`src/rtl/audio_dac_out_pkg.sv`:
```
// -----------------------------------------------------------------------------
// audio_dac_out_pkg
// Shared constants and types for the 1-bit audio DAC output block.
//   SAMPLE_W   : width of a mixed audio sample
//   FRAME_LEN  : cycles per PWM/pop frame (frame counter runs 0..FRAME_LEN-1)
//   FIFO_DEPTH : entries in the sample buffer
//   dac_mode_e : encoding of the SD_MODE parameter of audio_dac_out
// -----------------------------------------------------------------------------
package audio_dac_out_pkg;

   localparam int SAMPLE_W   = 8;
   localparam int FRAME_LEN  = 255;
   localparam int FIFO_DEPTH = 2;

   typedef logic [SAMPLE_W-1:0] sample_t;

   typedef enum logic {
      MODE_PWM = 1'b0,
      MODE_SD  = 1'b1
   } dac_mode_e;

   // Last value of the frame counter; the pop happens in this cycle.
   localparam sample_t FRAME_LAST = sample_t'(FRAME_LEN - 1);

endpackage

```
`src/rtl/sample_fifo2.sv`:
```
// -----------------------------------------------------------------------------
// sample_fifo2
// Two-entry sample FIFO with a registered occupancy count.
//   clk, rst_n : clock, asynchronous active-low reset
//   push       : write push_data this cycle (ignored when full)
//   push_data  : sample to write
//   pop        : remove the head this cycle (ignored when empty)
//   pop_data   : current head entry (valid when count != 0)
//   count      : number of stored entries, 0..2
// Push and pop in the same cycle both take effect; order is preserved.
// -----------------------------------------------------------------------------
module sample_fifo2
   import audio_dac_out_pkg::*;
(
   input  logic       clk,
   input  logic       rst_n,
   input  logic       push,
   input  sample_t    push_data,
   input  logic       pop,
   output sample_t    pop_data,
   output logic [1:0] count
);

   sample_t mem [FIFO_DEPTH];
   logic    wr_ptr;
   logic    rd_ptr;
   logic    push_ok;
   logic    pop_ok;

   // Guard against over/underflow so the pointers can never desynchronise.
   assign push_ok  = push && (count < 2'(FIFO_DEPTH));
   assign pop_ok   = pop && (count != 2'd0);
   assign pop_data = mem[rd_ptr];

   always_ff @(posedge clk or negedge rst_n) begin
      if (!rst_n) begin
         wr_ptr <= 1'b0;
         rd_ptr <= 1'b0;
         count  <= 2'd0;
         for (int i = 0; i < FIFO_DEPTH; i++) begin
            mem[i] <= '0;
         end
      end else begin
         if (push_ok) begin
            mem[wr_ptr] <= push_data;
            wr_ptr      <= ~wr_ptr;
         end
         if (pop_ok) begin
            rd_ptr <= ~rd_ptr;
         end
         case ({push_ok, pop_ok})
            2'b10:   count <= count + 2'd1;
            2'b01:   count <= count - 2'd1;
            default: count <= count;
         endcase
      end
   end

endmodule

```
`src/rtl/audio_dac_out.sv`:
```
// -----------------------------------------------------------------------------
// audio_dac_out
// Buffers 8-bit mixed audio samples and drives a 1-bit modulated stream.
//   SD_MODE      : 0 = PWM (duty eff/255), 1 = first-order sigma-delta
//   clk, rst_n   : clock, asynchronous active-low reset
//   sample_in    : unsigned sample 0..255
//   sample_valid : sample_in valid this cycle
//   sample_ready : block can take a sample this cycle
//   mute         : force zero output density while high
//   dac_out      : registered modulated bit stream
//   underrun     : sticky, a frame boundary found the buffer empty
//
// Handshake: a sample transfers on every rising edge where sample_valid and
// sample_ready are both high; sample_ready depends only on the FIFO count,
// never on sample_valid, so the source may hold sample_valid high and wait.
//
// A new level is taken from the FIFO once per 255-cycle frame, in the cycle
// where frame_cnt is 254, so it becomes active exactly at frame_cnt 0.
// -----------------------------------------------------------------------------
module audio_dac_out
   import audio_dac_out_pkg::*;
#(
   parameter int SD_MODE = 0
)
(
   input  logic                clk,
   input  logic                rst_n,
   input  logic [SAMPLE_W-1:0] sample_in,
   input  logic                sample_valid,
   output logic                sample_ready,
   input  logic                mute,
   output logic                dac_out,
   output logic                underrun
);

   sample_t          frame_cnt;
   sample_t          active;
   sample_t          acc;
   sample_t          eff;
   sample_t          fifo_head;
   logic [1:0]       fifo_count;
   logic [SAMPLE_W:0] sd_sum;
   logic             push;
   logic             pop;
   logic             frame_end;
   logic             pwm_bit;

   assign sample_ready = fifo_count < 2'(FIFO_DEPTH);
   assign push         = sample_valid && sample_ready;
   assign frame_end    = frame_cnt == FRAME_LAST;
   assign pop          = frame_end && (fifo_count != 2'd0);

   // Only the registered active level feeds the modulators, so a sample can
   // never reach dac_out in the cycle it is pushed.
   assign eff     = mute ? '0 : active;
   assign pwm_bit = frame_cnt < eff;
   assign sd_sum  = {1'b0, acc} + {1'b0, eff};

   sample_fifo2 u_fifo (
      .clk       (clk),
      .rst_n     (rst_n),
      .push      (push),
      .push_data (sample_in),
      .pop       (pop),
      .pop_data  (fifo_head),
      .count     (fifo_count)
   );

   always_ff @(posedge clk or negedge rst_n) begin
      if (!rst_n) begin
         frame_cnt <= '0;
         active    <= '0;
         acc       <= '0;
         dac_out   <= 1'b0;
         underrun  <= 1'b0;
      end else begin
         frame_cnt <= frame_end ? '0 : frame_cnt + 8'd1;
         if (pop) begin
            active <= fifo_head;
         end
         acc     <= sd_sum[SAMPLE_W-1:0];
         dac_out <= (SD_MODE == int'(MODE_SD)) ? sd_sum[SAMPLE_W] : pwm_bit;
         // Set has priority over the clear from a push in the same cycle.
         if (frame_end && (fifo_count == 2'd0)) begin
            underrun <= 1'b1;
         end else if (push) begin
            underrun <= 1'b0;
         end
      end
   end

endmodule

```
`config.mk`:
```
export PLATFORM = sky130hd
export DESIGN_NAME = audio_dac_out
export DESIGN_NICKNAME = d
export VERILOG_FILES = /design/src/rtl/audio_dac_out_pkg.sv /design/src/rtl/sample_fifo2.sv /design/src/rtl/audio_dac_out.sv
export SDC_FILE = /design/constraint.sdc
export NUM_CORES = 1
export LEC_CHECK = 0
export CORE_ASPECT_RATIO = 0.8
export CORE_MARGIN = 2
export CORE_UTILIZATION = 55
export DETAILED_ROUTE_END_ITERATION = 8
export GPL_ROUTABILITY_DRIVEN = 1
export PLACE_DENSITY = 0.76
export SETUP_SLACK_MARGIN = 0.4
export SLEW_MARGIN = 30
export SYNTH_ARGS = -nofsm -noshare
export SYNTH_HDL_FRONTEND = slang
export SYNTH_HIERARCHICAL = 1
export SYNTH_SLANG_ARGS = --single-unit
```
`constraint.sdc`:
```
create_clock -name clk -period 2.8 [get_ports clk]
set_clock_uncertainty 0.2 [all_clocks]
set_input_delay 0.28 -clock clk [delete_from_list [all_inputs] [get_ports clk]]
set_output_delay 0.28 -clock clk [all_outputs]
set_load 0.03 [all_outputs]
```
# == Word level (Yosys, flattened, before mapping) ==
# Index checks and enable logic that the tools add are counted.
# totals
ff_bits,38
input_bits,12
output_inout_bits,3
word_cells,45
# op_classes
addsub,3
order_cmp,5
n_eq_ne,3
muxes,11
bitwise_logic,4
n_reduce_logical,10
# op_table
cell,count
two-way mux 8 bit,6
bitwise mux 16 bit,1
"adder 8 x 1 -> 8 bit, second input constant",1
demux 8 bit (select 1 bit),1
"equality test 8 bit, second input constant",1
< comparator 8 bit,1
logical AND 1 bit,6
nonzero test 2 bit,3
"greater-or-equal comparator 2 bit, second input constant",2
NOT 1 -> 2 bit,2
case mux 2 bit (2 select lines),1
"adder 2 x 1 -> 2 bit, second input constant",1
"equality test 2 x 1 -> 1 bit, second input constant",1
"equality test 2 bit, second input constant",1
logical NOT 2 bit,1
"< comparator 2 x 1 -> 1 bit, second input constant",1
"< comparator 2 bit, second input constant",1
two-way mux 1 bit,2
NOT 1 bit,2
"subtractor 2 x 1 -> 2 bit, second input constant",1

# == Depth between registers and ports, before layout ==
# Gate-level depths: netlist of run 1.
# logic_depth
depth_word,6
depth_mapped,9
ltp_nobuf,9

# == Hierarchy ==
# Netlist of run 1, hierarchy kept.
# by_module_without_submodules
mod,instances,cells_per_inst,area_per_inst_um2,seq_area_each_um2
audio_dac_out,1,88,985.9,450.4
sample_fifo2,1,56,879.6,500.5

# == Worst setup path before layout of run 1 ==
# No wires, ideal clock.
# synth_path
path_kind,register -> register
startpoint,register frame_cnt[0]
endpoint,register u_fifo.count[1]
setup_time_ns,0.079
t_arrival_ns,1.873
required_time_ns,2.521
setup_slack_ns,0.648
stages_incl_launch_ff,9
n_path_buf,0
period_less_slack_ns,2.152
path_cell_list,dfrtp_1 -> inv_1 -> ha_1 -> nand4_1 -> nor3_4 -> o21a_1 -> ha_1 -> nor2_1 -> xor2_1
# synth_between
elab_chain_cells,5
word_cells_on_any_way,7
cone_classes,eq/ne: 3; mux: 1; reduce/logical: 3
# synth_rtl
item,line_no,source
"start, declared",audio_dac_out.sv:36,sample_t frame_cnt;
"start signal, assigned",audio_dac_out.sv:77,frame_cnt <= frame_end ? '0 : frame_cnt + 8'd1;
equality test 8 bit (*),audio_dac_out.sv:50,assign frame_end = frame_cnt == FRAME_LAST;
logical AND 1 bit (*),audio_dac_out.sv:51,assign pop = frame_end && (fifo_count != 2'd0);
via pop,audio_dac_out.sv:44,logic pop;
logical AND 1 bit (*),sample_fifo2.sv:32,assign pop_ok = pop && (count != 2'd0);
via u_fifo.pop_ok,sample_fifo2.sv:28,logic pop_ok;
equality test 2 x 1 -> 1 bit or equality test 2 bit (tied branches),sample_fifo2.sv:51,"case ({push_ok, pop_ok})"
case mux 2 bit (2 select lines) or nonzero test 2 bit (tied branches),n/a,
"end signal, assigned",sample_fifo2.sv:52,2'b10: count <= count + 2'd1;
"end signal, assigned",sample_fifo2.sv:53,2'b01: count <= count - 2'd1;
"end signal, assigned",sample_fifo2.sv:54,default: count <= count;
"end, declared",sample_fifo2.sv:21,output logic [1:0] count
# The timed path passes the listed nets; every way through them passes the cells marked *.
# A chain may end at the register's enable or synchronous reset.

# == Worst setup path in the final report of run 1 ==
# Ends and elaborated chain as after synthesis.

==> flow_summary.yaml, run 1 <==
run_status:
  outcome: "complete, no violations"
timing:
  max_freq_mhz: 459
  finalMaxSlewViolations: 0
  maxSlewHeadroom_pct: 45.1
  hold_viol: 0
  fin_tns_setup_ns: 0
  period_share_pct: 77.8
  setup_slack_ns: 0.622
  tightest_slew_ns: 0.823
  finalCriticalPeriod_ns: 2.18
  timing.hold.ws_ns: 0.305
  rsz0062_at_grt: "false"
  setup_viol: 0
logic_synthesis:
  synth_flop_cell: "dfrtp_1"
  yosys.cell_count.top_type: "dfrtp_1"
  yosysUniqueCellTypes: 35
  synth.avg_cell_area_um2: 13.0
  yosys.area.top_type: "dfrtp_1"
  synthArstFlopShare_pct: 100
  mappedNetlistArea_mm2: 0.00187
  synth_warnings: 6
  syn_inst: 144
  yosys-top-cells-count: "dfrtp_1, mux2_2, ha_1"
  syn-num-nets: 166
  synth_top_area_share_pct: 51.0
  synth_edf_count: 0
  ys_ff_latch: 38
  synth_area_leaders: "dfrtp_1, mux2_2, ha_1, nand2b_1, xnor2_1"
  yosysSeqAreaShare_pct: 51.0
setup_path:
  criticalPathCategory: "flop to flop"
  crit_arrival_ns: 2.19
  reg2reg_setup_slack_ns: 0.62
  end_kind: "flop"
  slowest_stage: "dfrtp_1"
  slowest_delay_ns: 0.44
  r2r_start: "frame_cnt[0]"
  cp-startpoint: "frame_cnt[0]"
  required_ns: 2.81
  path_max_fanout: 6
  crit_top_cell: "ha_1"
  path_cells: "inv_1 -> ha_1 -> nand4_1 -> nor3_4 -> o21a_1 -> ha_1 -> nor2_1 -> xor2_1"
  r2r_end: "u_fifo/count[1]"
  startpoint_type: "flop"
  ff2ff_path_depth: 8
clocking:
  cts_tree: "yes"
  cts_buffer_depth: 2
  clock-sinks: 38
  clockRootBuffer: "clkbuf_8"
  clk_pin_slew_ns: 0.08
  htree_levels: 2
  clock_latency_ns: 0.29
  numCtsBuffers: 5
detailed_routing:
  num_vias: 1163
  drt_iter0_markers: 135
  drt-pass1-iter-count: 4
  ant_nets: 0
  wl_mm: 3.22
  wl_per_cell_um: 15.5
  drc: 0
  via_per_inst: 5.59
floorplanning:
  dieArea_mm2: 0.00388
  core-area_mm2: 0.00315
  die_h_um: 56.1
  ioPinCount: 15
  die_w_um: 69.1
  start_util_pct: 59.2
  num_rows: 18
place:
  gp_congestion: 0.701
  dp.cells: 198
  place_area_mm2: 0.00205
  pre_cts_ws_ns: 0.616
  portBuffers: 14
  dpl.hpwl_mm: 2.40
finish:
  nets: 189
  insertedDiodeCount: 0
  drive_gt1_share_pct: 30.4
  syn2layout_area_growth_pct: 18.6
  final_cell_area_mm2: 0.00221
  finalNonFillerCells: 208
grt:
  grt-ovfl-total: 0
  grt.total_usage_pct: 18.4
  grt_pass1_vias: 1210
  grt_pass1_wl_mm: 5.60
  antenna_found_initial: 0
  grt_max_degree: 39
power_and_ir_drop:
  p_per_area_mw_per_mm2: 778
  peakVddDrop_mv: 0.499
  leakage_nw: 0.968
min_path:
  hp-start: "u_fifo/mem[1]"
  min_to: "u_fifo/mem[1]"
  min_path_cells: 1
  min_path_type: "flop to flop"
job:
  max_cap_viol_count: 0
[where the power goes]
part	internal (mW)	switching, mW
Combinational	0.225	0.144
Sequential	0.690	0.0920
Clock	0.380	0.190
[state kept, by name (all words and copies together), names as in the netlist]
signal and cells:
u_fifo/mem 16, active 8, frame_cnt 8, u_fifo/count 2, dac_out 1, u_fifo/rd_ptr 1, u_fifo/wr_ptr 1, underrun 1
[per-stage QoR]
step | power (mW) | utilization, %
floorplan | 1.05 | -
global placement | 1.13 | 65.1
detailed placement | 1.16 | 65.1
CTS | 1.74 | 70.0
global route | 1.81 | 70.2
finish | 1.72 | 70.2
[worst max-delay path by stage]
stage                     slack, ns  depth (start not counted)         endpoint
after floorplan                0.65                          8  u_fifo/count[1]
after global placement         0.68                          8  u_fifo/count[1]
after detailed placement       0.62                          8  u_fifo/count[1]
after CTS                      0.60                          8  u_fifo/count[1]
after global routing           0.40                          8  u_fifo/count[1]
final                          0.62                          8  u_fifo/count[1]
[per-layer routing]
| metal | track usage, % | up-vias | wire length [µm] |
|---|---|---|---|
| met5 | 0 | - | 0 |
| met4 | 7.00 | 0 | 16 |
| met3 | 5.80 | 2 | 104 |
| met2 | 29.7 | 19 | 1590 |
| met1 | 23.3 | 583 | 1510 |
| li1 | - | 559 | - |
[area by class of cell]
cell class	instances	area, µm²
clock buffers	6	82.6
clock inverters	2	60.1
fillers	231	940
inverters	5	18.8
multi-input cells	100	891
flip-flops and latches	38	951
well taps	40	50.0
repair buffers	17	160
[kinds of logic (layout without fill, tap and decap cells)]
family	Yosys count	count (layout)	synth area share, %
xor gates and xnor gates	7	7	3.29
and+or+nand+nor	34	34	12.2
adders and majority gates	10	10	6.71
muxes	33	33	19.9
buffers and inverters	6	30	1.27
DFF	38	38	51.0
AOI/OAI and AO/OA	16	16	5.70
[what timing repair did]
| action | in CTS | in global routing |
|---|---|---|
| gates resized for setup | 0 | 0 |
| endpoints found under the setup margin | 0 | 1 |
| hold buffers | 1 | 0 |
| setup buffers | 0 | 1 |
| endpoints found under the hold margin | 38 | 0 |
[critical path: cells and delay by family (launching register included)]
kind	cells	cell delay [ns]
AO/OA/AOI/OAI	1	0.18
AND/OR/NAND/NOR	3	0.59
XOR/XNOR	1	0.16
flip-flops	1	0.44
buffers and inverters	1	0.08
adder cells (fa/ha/maj)	2	0.47
[cells in the final DEF, fill, tap and decap left out, types with 2 or more instances in the layout]
cell type,instances
a21boi_0,2
a21oi_1,3
buf_4,2
bufinv_16,2
clkbuf_8,6
clkdlybuf4s50_1,13
dfrtp_1,38
ha_1,10
inv_1,5
mux2_2,32
nand2_1,4
nand2b_1,7
nand3_1,2
nand4_1,2
nor2_1,7
o21ai_0,4
xnor2_1,4
xor2_1,3
Power figures use the tool's default switching activity.
==> run 2, diff against run 1 <==
==> constraint.sdc (replaced) <==
create_clock -name clk -period 2.1 [get_ports clk]
set_clock_uncertainty 0.2 [all_clocks]
set_input_delay 0.21 -clock clk [delete_from_list [all_inputs] [get_ports clk]]
set_output_delay 0.21 -clock clk [all_outputs]
set_load 0.03 [all_outputs]
==> flow_summary.yaml, run 2 (same netlist as run 1, synthesis figures left out) <==
finish:
  drive_gt1_share_pct: 37.9
  nets: 198
  finalNonFillerCells: 217
  fillers: 216
  multi_input_area_um2: 971
  final_cell_area_mm2: 0.00235
  reg_top3: "u_fifo/mem (16), active (8), frame_cnt (8)"
  syn2layout_area_growth_pct: 26.1
  final_cell_mix: "dfrtp_1, mux2_2, clkdlybuf4s50_1"
  insertedDiodeCount: 0
  top_register: "u_fifo/mem"
  final_common_cell: "dfrtp_1"
  final-seq-area_um2: 951
  largest_reg_flops: 16
floorplanning:
  core-area_mm2: 0.00315
  die_w_um: 69.1
  dieArea_mm2: 0.00388
  start_util_pct: 59.2
  ioPinCount: 15
  num_rows: 18
  die_h_um: 56.1
grt:
  grt_pass1_vias: 1324
  antenna_found_initial: 0
  grt.total_usage_pct: 21.3
  grt-ovfl-total: 0
  grt_pass1_wl_mm: 6.22
  grt_max_degree: 39
clocking:
  numCtsBuffers: 5
  clock_latency_ns: 0.29
  cts_buffer_depth: 2
  clk_pin_slew_ns: 0.07
  clock-sinks: 38
  htree_levels: 2
  clockRootBuffer: "clkbuf_8"
  cts_tree: "yes"
run_status:
  outcome: "complete, no violations"
setup_path:
  required_ns: 2.07
  cp-startpoint: "frame_cnt[0]"
  path_buf_inv: 1
  r2r_start: "frame_cnt[0]"
  startpoint_type: "flop"
  path_max_fanout: 2
  end_kind: "flop"
  crit_family: "simple AND/OR/NAND/NOR gates"
  path_cells: "inv_1 -> ha_2 -> nand4_1 -> nor3_4 -> o21a_1 -> ha_4 -> xnor2_2 -> nor2_4 -> xor2_1"
  slowest_delay_ns: 0.38
  slowest_stage: "dfrtp_1"
  crit_arrival_ns: 2.03
  criticalPathCategory: "flop to flop"
power_and_ir_drop:
  leakage_nw: 1.03
  peakVddDrop_mv: 0.768
  p_per_area_mw_per_mm2: 929
detailed_routing:
  num_vias: 1236
  drt_iter0_markers: 76
  wl_per_cell_um: 16.9
  wl_mm: 3.66
  via_per_inst: 5.70
  ant_nets: 0
  drt-pass1-iter-count: 4
  drc: 0
min_path:
  hp-start: "u_fifo/mem[10]"
  min_path_type: "flop to flop"
place:
  gp_congestion: 0.709
  dpl.hpwl_mm: 2.53
  place_area_mm2: 0.00209
  dp.cells: 203
  portBuffers: 14
timing:
  period_share_pct: 97.8
  finalCriticalPeriod_ns: 2.05
  max_freq_mhz: 487
  rsz0062_at_grt: "true"
  hold_viol: 0
  finalMaxSlewViolations: 0
  tightest_slew_ns: 0.817
  maxSlewHeadroom_pct: 45.5
  setup_viol: 0
job:
  max_cap_viol_count: 0
==> run 2: final timing paths <==
path,slack (ns),cells after the start,endpoint
min in group asynchronous,0.35,2,u_fifo/mem[2]
max in group asynchronous,0.83,2,active[3]
worst max-delay path,0.05,9,u_fifo/count[1]
worst max register to register,0.05,9,u_fifo/count[1]
worst min-delay path,0.31,1,u_fifo/mem[10]
worst min register to register,0.31,1,u_fifo/mem[10]
==> run 2: worst register-to-register path, stage by stage (launching register included) <==
cell     delay, ns
dfrtp_1       0.38
inv_1         0.06
ha_2          0.18
nand4_1       0.16
nor3_4        0.25
o21a_1        0.23
ha_4          0.16
xnor2_2       0.13
nor2_4        0.06
xor2_1        0.14
==> run 2: report_power, final <==
part	internal, mW	total [mW]	switching [mW]	leakage [nW]
registers	0.920	1.05	0.134	0.477
logic	0.334	0.555	0.221	0.495
clock network	0.331	0.576	0.245	0.0575
total	1.59	2.19	0.599	1.03
==> run 2: timing repair <==
action                                 CTS  global route
pin swaps                                4             2
gates resized for setup                 20             7
setup endpoints to repair               25            33
setup buffers                            4             1
hold buffers                             1             0
endpoints found under the hold margin   38             0
==> run 2: stage by stage <==
stage          power (mW)  util (%)  setup slack, ns  TNS, ns  hold WS (ns)
2_1_floorplan        1.40         -          -0.0525  -0.0525        -0.286
3_3_place_gp         1.51      66.3            0.108        0         0.141
3_5_place_dp         1.57      66.3           0.0100        0         0.150
4_1_cts              2.18      73.3            0.113        0         0.306
5_1_grt              2.30      74.6          -0.0783   -0.296         0.324
6_report             2.19      74.6           0.0459        0         0.307
==> run 2: cell type report <==
cell class                      instances  area share, %
Multi-Input combinational cell        100           41.3
Sequential cell                        38           40.4
Timing Repair Buffer                   26           10.7
Clock buffer                            8           4.68
Tap cell                               40           2.13
Inverter                                5          0.798
==> run 2: per-layer routing <==
layer  GRT usage [%]  part of all wire (%)
met1            24.8                    41
met5               0                     0
met2            36.5                    53
met4            9.80                   1.8
met3            5.98                   4.6
==> run 3, diff against run 2 <==
--- a/config.mk
+++ b/config.mk
@@ -12,7 +12,6 @@
 export GPL_ROUTABILITY_DRIVEN = 1
 export PLACE_DENSITY = 0.76
 export SETUP_SLACK_MARGIN = 0.4
-export SLEW_MARGIN = 30
 export SYNTH_ARGS = -nofsm -noshare
 export SYNTH_HDL_FRONTEND = slang
 export SYNTH_HIERARCHICAL = 1
==> results of run 3 <==
Same layout as run 2: the final DEF is identical, and so are final timing and power.
==> RTL edit: new RTL, settings of run 1 <==
`SAMPLE_W`: 8 -> 9.
--- a/src/rtl/audio_dac_out_pkg.sv
+++ b/src/rtl/audio_dac_out_pkg.sv
@@ -9,5 +9,5 @@
 package audio_dac_out_pkg;
 
-   localparam int SAMPLE_W   = 8;
+   localparam int SAMPLE_W   = 9;
    localparam int FRAME_LEN  = 255;
    localparam int FIFO_DEPTH = 2;
Interface: changed (resized sample_in); port bits go from 15 to 16. The function was not compared with the original's and may differ.
==> RTL edit against run 1 <==
Routed wire length increased by 1.8%; final area increased by 6.4%; clock power decreased by 31%; count of clock-buffer cells in the layout increased by 1; sequential cell count increased by 4; final cell count increased by 5.8%; area after synthesis increased by 10%; total power decreased by 3.6%; largest power group unchanged; critical endpoint unchanged; setup slack improved by 0.038 ns; via count increased by 7.5%; die area increased by 9.3%.
==> RTL edit: results (changes against run 1) <==
| Metric | Value |
|---|---|
| Status | finished, final reports clean |
| GR Util All Layers | 18.6% (+0.23 points) |
| Port bufs | 15 (+1) |
| Drt wl/cell | 14.9 um (-3.8%) |
| Clock transition at path regs | 0.08 ns (about the same) |
| Placer Congestion | 0.818 (+17%) |
| Detailed placement HPWL | 2.37 mm (-1.4%) |
| Worst Tran Pin Value | 0.516 ns (-0.307 ns) |
| Crit-path max cell delay | 0.45 ns |
| Top post-synthesis cells by count | dfrtp_1, mux2_2, ha_1, nand2b_1, nor2_1 |
| Top Metal Used | met4 |
| # diodes | 0 (unchanged) |
| Vias in the first global route | 1,322 (+9.3%) |
| Crit Path Max Fanout | 6 (unchanged) |
| Nets | 201 (+6.3%) |
| First-pass GRT wire length | 5.91 mm (+5.7%) |
| Worst Hold Class | input port to async pin |
| WL met2 | 1.61 mm (+1.6%) |
| Syn. warnings | 6 (unchanged) |
| 1st-pass router iterations | 4 (unchanged) |
| Ys async rst share | 100% (unchanged) |
| Initial antenna violation count | 0 (unchanged) |
| Vias per inst | 5.68 (+1.6%) |
| Max Buffers Root-to-Sink | 2 (unchanged) |
| Arrival @ worst endpoint | 2.16 ns (-0.03 ns) |
| Post-CTS sizing | 0 (unchanged) |
| Leak | 1.08 nW (+11%) |
| Syn nets | 178 (+7.2%) |
| Routed met1 length | 1.52 mm (+0.20%) |
| CTS buffer count | 5 (unchanged) |
| Root buf cell | clkbuf_8 |
| Worst-skew pair later-pin latency | 0.29 ns (about the same) |
| Main area contributors after synthesis | dfrtp_1, mux2_2, ha_1 |
| Most used flip-flop cell after synthesis | dfrtp_1 |
| Largest registers | u_fifo/mem x18, active x9, frame_cnt x9 |
| Post-CTS setup buffers | 0 (unchanged) |
| Layout cells sized above 1 | 29.2% (-1.1 points) |
| H-tree depth reported by CTS | 2 (unchanged) |
| Library cells used by synthesis | 34 (-2.9%) |
| Largest net degree at the start of global routing | 43 (+10%) |
| Initial drt markers | 30 (-78%) |
| Met3 WL | 135 um (+30%) |
| Register area share after synthesis | 51.2% (+0.25 points) |
| Crit path max-delay cell type | dfrtp_1 |
| VDD IR max | 0.000422 V (-15%) |
## RTL edit: per-layer routing
layer | up-vias | track usage (%)
met5 | - | 0
met4 | 0 | 5.93
met3 | 2 | 6.34
met2 | 23 | 30.5
met1 | 626 | 23.6
li1 | 599 | -
## RTL edit: worst max-delay path, delay by kind of cell (launching register included)
family                     cells  cell delay [ns]
AOI/OAI and AO/OA              1             0.18
buffers and inverters          1             0.08
and+or+nand+nor                3             0.57
DFF                            1             0.45
xor gates and xnor gates       1             0.15
adders and majority gates      2             0.44
## RTL edit: layout make-up
| type | instances | area [um2] |
|---|---|---|
| fill | 250 | 1140 |
| sequential | 42 | 1050 |
| multi-input combinational | 106 | 977 |
| timing repair buffer | 17 | 165 |
| clock buffer | 7 | 86.3 |
| tap | 42 | 52.6 |
| inverter | 5 | 18.8 |
| clock inverter | 1 | 5.00 |
## RTL edit: cell families (layout without fill, tap and decap cells)
logic type	count (synthesis)	after routing	synth area share, %
muxes	36	36	19.8
AOI/OAI and AO/OA	16	16	5.37
buffers and inverters	6	30	1.16
and+or+nand+nor	35	35	12.4
xor gates and xnor gates	8	8	3.41
DFF	42	42	51.2
adders and majority gates	11	11	6.71
## RTL edit: final timing paths
kind	from	endpoint	slack [ns]	cells after the start
setup / recovery	frame_cnt[0]	u_fifo/count[1]	0.66	8
hold / removal	rst_n	u_fifo/mem[5]	0.29	2
setup reg to reg	frame_cnt[0]	u_fifo/count[1]	0.66	8
hold reg to reg	u_fifo/mem[11]	u_fifo/mem[11]	0.31	1
max in group asynchronous	rst_n	u_fifo/mem[4]	1.74	2
min in group clk	u_fifo/mem[11]	u_fifo/mem[11]	0.31	1
## RTL edit: per-stage QoR
| stage | worst slack, ns | area [um2] | cells | hold slack, ns | power, mW |
|---|---|---|---|---|---|
| final | 0.660 | 2360 | 220 | 0.294 | 1.66 |
| after global routing | 0.523 | 2360 | 220 | 0.334 | 1.77 |
| after CTS | 0.669 | 2350 | 220 | 0.307 | 1.69 |
| after detailed placement | 0.475 | 2250 | 211 | 0.265 | 1.29 |
| after global placement | 0.592 | 2250 | 211 | 0.245 | 1.25 |
| after floorplan | 0.608 | 2050 | 154 | -0.216 | 1.17 |
## RTL edit: power breakdown
| group | internal (mW) | switching [mW] | leakage (nW) |
|---|---|---|---|
| Clock | 0.199 | 0.192 | 0.0482 |
| Sequential | 0.763 | 0.105 | 0.529 |
| Combinational | 0.252 | 0.150 | 0.502 |
## RTL edit: what timing repair did
item / in CTS / in global routing
setup endpoints to repair: 0 / 0
hold endpoints to repair: 42 / 0
hold buffers: 1 / 0
